## src/rtl/shared_register_load_arbiter.sv

```systemverilog
// Round-robin arbiter that shares one N-bit loadable register between K requesters.
// IDLE picks a winner starting at the priority pointer, GRANT pulses gnt for one
// cycle and loads the winner's data slice on the closing edge.
// Optional build macro: SHARED_REG_OWNER_EN adds an 'owner' output that holds the
// index of the requester whose data currently sits in Q.
module shared_register_load_arbiter #(
  parameter int unsigned N   = 4,
  parameter int unsigned K   = 4,
  parameter int unsigned IDW = 2
) (
  input  logic           clk,
  input  logic           reset_n,
  input  logic [K-1:0]   req,
  input  logic [K*N-1:0] data,
  input  logic           hold,
  output logic [K-1:0]   gnt,
  output logic [N-1:0]   Q,
  output logic           q_valid,
  output logic           busy
`ifdef SHARED_REG_OWNER_EN
  ,
  output logic [IDW-1:0] owner
`endif
);

  localparam logic [0:0] StIdle  = 1'b0;
  localparam logic [0:0] StGrant = 1'b1;

  logic [0:0]     state_q, state_d;
  logic [K-1:0]   gnt_q, gnt_d;
  logic [IDW-1:0] idx_q, idx_d;
  logic [IDW-1:0] ptr_q, ptr_d;
  logic [N-1:0]   q_q, q_d;
  logic           valid_q, valid_d;
`ifdef SHARED_REG_OWNER_EN
  logic [IDW-1:0] owner_q, owner_d;
`endif

  logic           win_found;
  logic [IDW-1:0] win_idx;
  logic [K-1:0]   win_onehot;
  logic [N-1:0]   slice [K];

  // Unpack the per-requester data words.
  for (genvar g = 0; g < K; g++) begin : g_slice
    assign slice[g] = data[g*N +: N];
  end

  // Round-robin search: first request at or above the pointer, else the lowest one
  // (which is the wrapped part of the search order).
  always_comb begin
    win_found = 1'b0;
    win_idx   = '0;
    for (int i = 0; i < K; i++) begin
      if (!win_found && req[i] && (32'(i) >= 32'(ptr_q))) begin
        win_found = 1'b1;
        win_idx   = IDW'(i);
      end
    end
    for (int i = 0; i < K; i++) begin
      if (!win_found && req[i]) begin
        win_found = 1'b1;
        win_idx   = IDW'(i);
      end
    end
  end

  // One-hot decode of the winner index.
  always_comb begin
    win_onehot = '0;
    for (int i = 0; i < K; i++) begin
      win_onehot[i] = (win_idx == IDW'(i));
    end
  end

  // Next-state logic; data is sampled at the end of GRANT, not at grant time.
  always_comb begin
    state_d = state_q;
    gnt_d   = '0;
    idx_d   = idx_q;
    ptr_d   = ptr_q;
    q_d     = q_q;
    valid_d = valid_q;
`ifdef SHARED_REG_OWNER_EN
    owner_d = owner_q;
`endif
    case (state_q)
      StIdle: begin
        if (!hold && win_found) begin
          state_d = StGrant;
          gnt_d   = win_onehot;
          idx_d   = win_idx;
        end
      end
      StGrant: begin
        state_d = StIdle;
        q_d     = slice[idx_q];
        valid_d = 1'b1;
        ptr_d   = (idx_q == IDW'(K - 1)) ? '0 : idx_q + 1'b1;
`ifdef SHARED_REG_OWNER_EN
        owner_d = idx_q;
`endif
      end
      default: state_d = StIdle;
    endcase
  end

  // State registers; async reset abandons any in-flight load.
  always_ff @(posedge clk or negedge reset_n) begin
    if (!reset_n) begin
      state_q <= StIdle;
      gnt_q   <= '0;
      idx_q   <= '0;
      ptr_q   <= '0;
      q_q     <= '0;
      valid_q <= 1'b0;
`ifdef SHARED_REG_OWNER_EN
      owner_q <= '0;
`endif
    end else begin
      state_q <= state_d;
      gnt_q   <= gnt_d;
      idx_q   <= idx_d;
      ptr_q   <= ptr_d;
      q_q     <= q_d;
      valid_q <= valid_d;
`ifdef SHARED_REG_OWNER_EN
      owner_q <= owner_d;
`endif
    end
  end

  assign gnt     = gnt_q;
  assign Q       = q_q;
  assign q_valid = valid_q;
  assign busy    = (state_q == StGrant);
`ifdef SHARED_REG_OWNER_EN
  assign owner   = owner_q;
`endif

endmodule

```

## config.mk

```make
export PLATFORM = sky130hd
export DESIGN_NAME = shared_register_load_arbiter
export DESIGN_NICKNAME = d
export VERILOG_FILES = /design/src/rtl/shared_register_load_arbiter.sv
export SDC_FILE = /design/constraint.sdc
export NUM_CORES = 1
export LEC_CHECK = 0
export CORE_AREA = 2 2 54 56
export DETAILED_ROUTE_END_ITERATION = 7
export DIE_AREA = 0 0 56 58
export SLEW_MARGIN = 20
export SYNTH_ARGS = -nofsm -noshare
export SYNTH_HDL_FRONTEND = slang
export SYNTH_SLANG_ARGS = --single-unit
```

## constraint.sdc

```tcl
create_clock -name clk -period 2.4 [get_ports clk]
set_clock_uncertainty 0.15 [all_clocks]
set_input_delay 0.24 -clock clk [delete_from_list [all_inputs] [get_ports clk]]
set_output_delay 0.24 -clock clk [all_outputs]
set_load 0.005 [all_outputs]
```

# Word-level counts from Yosys, hierarchy flattened
# Cells that the tools add are included.
dict set report op_classes {
  n_mul 0
  magnitude_cmp 4
  reduce_logical 21
  div_mod_pow 0
  shifts 0
  add_sub_neg 1
  n_mux 23
  bitwise 2
  n_eq_ne 4
}
# operator count
set op_table {}
lappend op_table {{2-to-1 mux 4 bit} 4}
lappend op_table {{2-to-1 mux 2 bit} 7}
lappend op_table {{logical AND 1 bit} 11}
lappend op_table {{2-to-1 mux 1 bit} 10}
lappend op_table {{binary-select mux 4 bit (select 2 bit)} 1}
lappend op_table {{logical NOT 1 bit} 8}
lappend op_table {{== test 2 bit (second input constant)} 3}
lappend op_table {{greater-or-equal comparator 1 x 2 -> 1 bit (first input constant)} 2}
lappend op_table {{greater-or-equal comparator 3 bit (second input constant)} 1}
lappend op_table {{inverter 2 -> 3 bit} 1}
lappend op_table {{adder 2 x 1 -> 2 bit (second input constant)} 1}
lappend op_table {{== test 2 x 1 -> 1 bit (second input constant)} 1}
lappend op_table {{greater-or-equal comparator 2 bit (first input constant)} 1}
lappend op_table {{logical NOT 2 bit} 1}
lappend op_table {{one-hot mux 1 bit (2 select lines)} 1}
lappend op_table {{AND reduction 2 bit} 1}
lappend op_table {{inverter 1 bit} 1}
dict set report totals {
  reg_bits 14
  mem_bits_ro 0
  latchBits 0
  mem_count 0
  ram_bits 0
  elab_cells 61
}

# Longest topological paths before layout
# Gate-level depths: netlist of the first run.
dict set report depth {
  ltp_word 29
  depth_mapped 5
  mapped_depth_nobuf 5
}

# Worst setup path before layout of the first run
# OpenSTA, ideal clock, no wires.
dict set report synth_path {
  kind {register -> register}
  startpoint {reg state_q (netlist: busy)}
  endpoint {reg idx_q[1]}
  stages_incl_launch_ff 5
  required_time_ns 2.125
  n_path_buf 1
  t_arrival_ns 1.314
  setup_slack_ns 0.811
  cell_sequence {dfrtp_1 buf_8 or3_4 clkinv_4 mux2_2}
}
dict set report synth_via {
  elab_chain_len 2
}
# item line
set synth_lines {}
lappend synth_lines {{start: declaration} 29} ;# logic [0:0] state_q, state_d;
lappend synth_lines {{start signal: assignment} 111} ;# state_q <= StIdle;
lappend synth_lines {{start signal: assignment} 121} ;# state_q <= state_d;
lappend synth_lines {{inverter 1 bit} n/a}
lappend synth_lines {{AND reduction 2 bit (no line)} n/a}
lappend synth_lines {{end signal: assignment} 123} ;# idx_q <= idx_d;
lappend synth_lines {{end: declaration} 31} ;# logic [IDW-1:0] idx_q, idx_d;
# No other way between the ends.
# A chain may end at the register's enable or synchronous reset.

# Final worst setup path of the first run
dict set report layout_path {
  startpoint {reg state_q (netlist: busy)}
  endpoint {out busy}
}
# item line
set layout_lines {}
lappend layout_lines {{end: declaration} 19} ;# output logic busy
# No word-level cell between the ends.

==> results of run 1 <==
==> kinds of logic after synthesis <==
logic type      after synthesis  synth area share (%)
compound gates                9                  12.2
mux                          10                  21.1
simple gates                 14                  13.7
flops                        14                  46.9
fa+ha+maj                     1                  1.67
buf+inv                       4                  4.35
==> cells in the mapped netlist, drive strengths merged <==
library cell / count
a21boi: 1
or2: 1
mux4: 4
nor3b: 1
nand3: 1
or3: 1
nor2b: 1
ha: 1
a2111oi: 1
a211oi: 1
dfrtp: 14
nor2: 2
nand2: 1
nand2b: 3
o31ai: 1
buf: 2
mux2: 6
a21oi: 2
o21ai: 2
a21o: 1
nor4: 2
clkinv: 1
and2: 1
inv: 1
==> through the flow <==
stage	area, um^2	std cells	power [uW]
finish	1120	117	926
floorplan	747	52	595
global route	1120	117	993
detailed placement	1090	113	769
global placement	1090	113	761
CTS	1120	117	940
==> area by class of cell <==
type                       instances  area [um^2]  share of cell area (%)
multi-input combinational         34          364                    32.4
sequential                        14          350                    31.2
timing repair buffer              32          320                    28.5
tap                               31         38.8                    3.46
clock buffer                       4         36.3                    3.23
inverter                           2         12.5                    1.11
==> path summary, 6_finish.rpt <==
kind | startpoint | end | slack [ns] | depth (start not counted)
max in group asynchronous | reset_n | Q[1]$_DFFE_PN0P_ | 1.52 | 1
setup / recovery | busy$_DFF_PN0_ | busy | 0.56 | 1
min in group clk | q_valid$_DFFE_PN0P_ | q_valid$_DFFE_PN0P_ | 0.33 | 1
setup reg to reg | busy$_DFF_PN0_ | gnt[2]$_DFF_PN0_ | 0.74 | 4
hold reg to reg | q_valid$_DFFE_PN0P_ | q_valid$_DFFE_PN0P_ | 0.33 | 1
hold / removal | reset_n | gnt[0]$_DFF_PN0_ | 0.18 | 1
==> per-layer routing <==
metal	global-route usage, %	up-vias	part of all wire [%]
li1	-	261	-
met1	11.9	260	45
met2	19.0	16	50
met3	4.02	0	5.2
met4	2.04	0	0
met5	0	-	0
==> power by group <==
| part | total [uW] | internal, uW | switching (uW) |
|---|---|---|---|
| clock | 171 | 92.2 | 78.8 |
| sequential | 393 | 308 | 84.7 |
| combinational | 362 | 244 | 118 |
| total | 926 | 645 | 281 |
==> state kept, by name, summed over array words and instances (netlist names) <==
| name | flops |
|---|---|
| Q | 4 |
| busy | 1 |
| gnt | 4 |
| ptr_q | 2 |
| idx_q | 2 |
| q_valid | 1 |
==> results_dict.tcl, run 1 <==
set metrics [dict create \
    critPathCaptureType "output port" \
    clk_path_buf_depth 2 \
    antenna_found_initial 0 \
    area_growth_pct 50.3 \
    synth_top_area_share_pct 46.9 \
    final_cell_mix "clkdlybuf4s50_1 (32), dfrtp_1 (14), mux2_2 (6)" \
    cp_data_required_time_ns 2.01 \
    routed_wl_um 1490 \
    cts_setup_buffers 0 \
    synth_area_um2 747 \
    crit_family "flip-flops" \
    clock.fmax_ghz 0.544 \
    leakagePower_uw 0.000435 \
    fin_tns_setup_ns 0 \
    via_per_inst 4.59 \
    ios 33 \
    setup_ws_ns 0.563 \
    final_util_pct 42.2 \
    hpwl_um 1210 \
    netlist_top_cells_area "dfrtp_1 (47%), mux4_2 (12%), mux2_2 (9.0%)" \
    ant_nets 0 \
    final_nets 111 \
    path_cells "clkdlybuf4s50_1" \
    core_mm2 0.00266 \
    yosysTopAreaCell "dfrtp_1" \
    drt_iter0_markers 3 \
    min_period_over_period_pct 76.6 \
    synth_seq_cells 14 \
    routed-via-count 537 \
    fp.dieW_um 56 \
    gr-total-overflow 0 \
    fill_cells 272 \
    drive_above_1_share_pct 24.4 \
    cp_slowest_cell "dfrtp_1" \
    clock-root-buffer "clkbuf_4" \
    cts-resized-gates 0 \
    grt_max_degree 15 \
    syn_avg_cell_area_um2 14.4 \
    hold_path_class "in2async" \
    clkLatencyLatePin_ns 0.28 \
    cts_buffers 3 \
    whs_ns 0.183 \
    ir_drop_v 0.000384 \
    cts_tree "done" \
    cts_hold_buf 0 \
    power_density_mw_per_mm2 825 \
    drv_cap 0 \
    drc 0 \
    critical-path-max-stage-delay_ns 0.58 \
    timing.final.setup_violations 0 \
    worstSetupPathType "reg2out" \
    grt_pass1_wl_um 2660 \
    dp_slack_ns 0.452 \
    cp_data_arrival_time_ns 1.45 \
    htreeDepth 1 \
    worst_pin_slew_ns 0.607 \
    start_kind "register" \
    wl_per_cell_um 12.7 \
    io_buffer_count 32 \
    rsz0062_at_grt "false" \
    gp_congestion 0.719 \
    yosysSeqAreaShare_pct 46.9 \
    drv_slew 0 \
    layout_commonest_cell "clkdlybuf4s50_1" \
    rows 19 \
    grt_pass1_vias 606 \
    die_h_um 58 \
    critPathMaxFanout 10 \
    synth_nets 76 \
    cp_num_buf_inv 1 \
    maxSlewHeadroom_pct 59.4 \
    final_hold_viol_count 0 \
    clk_pin_slew_ns 0.09 \
    dieArea_mm2 0.00325 \
    syn_inst 52 \
    first_pass_iters 3 \
    fin_crit_ns 1.84 \
    clock_sinks 14 \
    num_antenna_cells 0 \
    synth_warnings 0 \
    synth_cell_types 27 \
    status "completed" \
    grt_usage_pct 10.5 \
    start_util_pct 28.1 \
]
(Power assumes the default switching activity.)
==> run 2: changes to the inputs <==
clock period = 1.8 ns   (was 2.4 ns; I/O delays follow)
==> run 2 against run 1 <==
Global-route usage increased by 0.66 points. Final cell count up 6.0%. Core utilization is 2.0 points higher. First-iteration DRC count grew 100%. Via count is 5.4% higher. Critical path type unchanged. Final area increased by 4.7%.
==> results_dict.tcl, run 2 (same netlist as run 1, synthesis figures left out) <==
set metrics [dict create \
    status "completed" \
    wl_per_cell_um 13.0 \
    grt_pass1_vias 621 \
    grt_usage_pct 11.2 \
    r2r_end "Q[1]$_DFFE_PN0P_" \
    r2r_cells 2 \
    fp.dieW_um 56 \
    cts-resized-gates 0 \
    hold_path_class "in2async" \
    rows 19 \
    start_util_pct 28.1 \
    fin_crit_ns 1.65 \
    min_period_over_period_pct 91.9 \
    drc 0 \
    critPathMaxFanout 9 \
    clk_path_buf_depth 2 \
    ir_drop_v 0.000511 \
    first_pass_iters 2 \
    timing.final.setup_violations 0 \
    drv_cap 0 \
    drive_above_1_share_pct 30.1 \
    hpwl_um 1270 \
    gr-total-overflow 0 \
    cp_data_required_time_ns 1.47 \
    clock.fmax_ghz 0.605 \
    io_buffer_count 32 \
    grt_pass1_wl_um 2800 \
    critical-path-max-stage-delay_ns 0.51 \
    num_antenna_cells 0 \
    cts_setup_buffers 0 \
    cts_hold_buf 0 \
    drt_iter0_markers 6 \
    final_nets 118 \
    clock_sinks 14 \
    cts_tree "done" \
    htreeDepth 1 \
    routed_wl_um 1620 \
    fill_cells 252 \
    core_mm2 0.00266 \
    grt_max_degree 15 \
    start_kind "register" \
    clock-root-buffer "clkbuf_4" \
    ant_nets 0 \
    rsz0062_at_grt "false" \
    maxSlewHeadroom_pct 75.3 \
    clkLatencyLatePin_ns 0.28 \
    final_hold_viol_count 0 \
    critPathCaptureType "output port" \
    r2r-start "idx_q[0]$_DFFE_PN0P_" \
    ios 33 \
    routed-via-count 566 \
    area_growth_pct 57.3 \
    path_cells "buf_4 -> clkdlybuf4s50_1" \
    cp_slowest_cell "clkdlybuf4s50_1" \
    cp_data_arrival_time_ns 1.32 \
    die_h_um 58 \
    power_density_mw_per_mm2 1090 \
    drv_slew 0 \
    final_cell_mix "clkdlybuf4s50_1 (32), dfrtp_1 (14), buf_4 (7)" \
    fin_tns_setup_ns 0 \
    worstSetupPathType "reg2out" \
    worst_pin_slew_ns 0.370 \
    antenna_found_initial 0 \
    ff2ff_setup_slack_ns 0.17 \
    leakagePower_uw 0.000470 \
    layout_commonest_cell "clkdlybuf4s50_1" \
    placed_cells 120 \
    dieArea_mm2 0.00325 \
    layout.cells.non_filler 124 \
    gp_congestion 0.734 \
    via_per_inst 4.56 \
    cts_buffers 3 \
    clk_pin_slew_ns 0.09 \
]
## run 2: cell types whose count changed in the layout (fill, tap and decap cells not counted), sizes merged
cell and delta:
buf +7
## run 2: worst max-delay path by stage
stage                         start                    to  cells past startpoint
2_1_floorplan        busy$_DFF_PN0_  idx_q[1]$_DFFE_PN0P_                      4
3_3_place_gp                 req[3]  idx_q[1]$_DFFE_PN0P_                      5
3_5_place_dp                 req[3]      gnt[2]$_DFF_PN0_                      6
4_1_cts              busy$_DFF_PN0_                  busy                      2
5_1_grt        idx_q[0]$_DFFE_PN0P_      Q[0]$_DFFE_PN0P_                      2
6_report             busy$_DFF_PN0_                  busy                      2
## run 2: critical path: cells and delay by family, from the launching register on
kind     cells  cell delay, ns
buf+inv      2            0.69
flops        1            0.36
## run 2: report_power, final
| part | internal, uW | switching, uW | total [uW] |
|---|---|---|---|
| sequential | 411 | 108 | 519 |
| combinational | 360 | 170 | 530 |
| clock | 123 | 109 | 232 |
## run 2: layout make-up
type	count	area, um^2	share of cell area (%)
clock buffers	4	36.3	3.09
inverters	2	12.5	1.06
multi-input cells	34	364	31.0
flip-flops and latches	14	350	29.8
well taps	31	38.8	3.30
repair buffers	39	373	31.7
## run 2: metal layers
layer	routed length [um]	track usage (%)	up-vias
li1	-	-	276
met1	715	13.2	274
met2	793	19.2	16
met3	106	2.90	0
met4	0	5.10	0
met5	0	0	-
## run 2: metrics by stage
step / total power, uW / hold slack (ns) / util, % / area, um^2 / worst slack, ns
2_1_floorplan: 794 / -0.266 / - / 747 / 0.211
3_3_place_gp: 1060 / 0.302 / 42.8 / 1140 / 0.00634
3_5_place_dp: 1070 / 0.306 / 42.8 / 1140 / -0.0401
4_1_cts: 1310 / 0.0552 / 44.1 / 1170 / 0.119
5_1_grt: 1370 / 0.0740 / 44.1 / 1170 / 0.0703
6_report: 1280 / 0.0543 / 44.1 / 1170 / 0.147
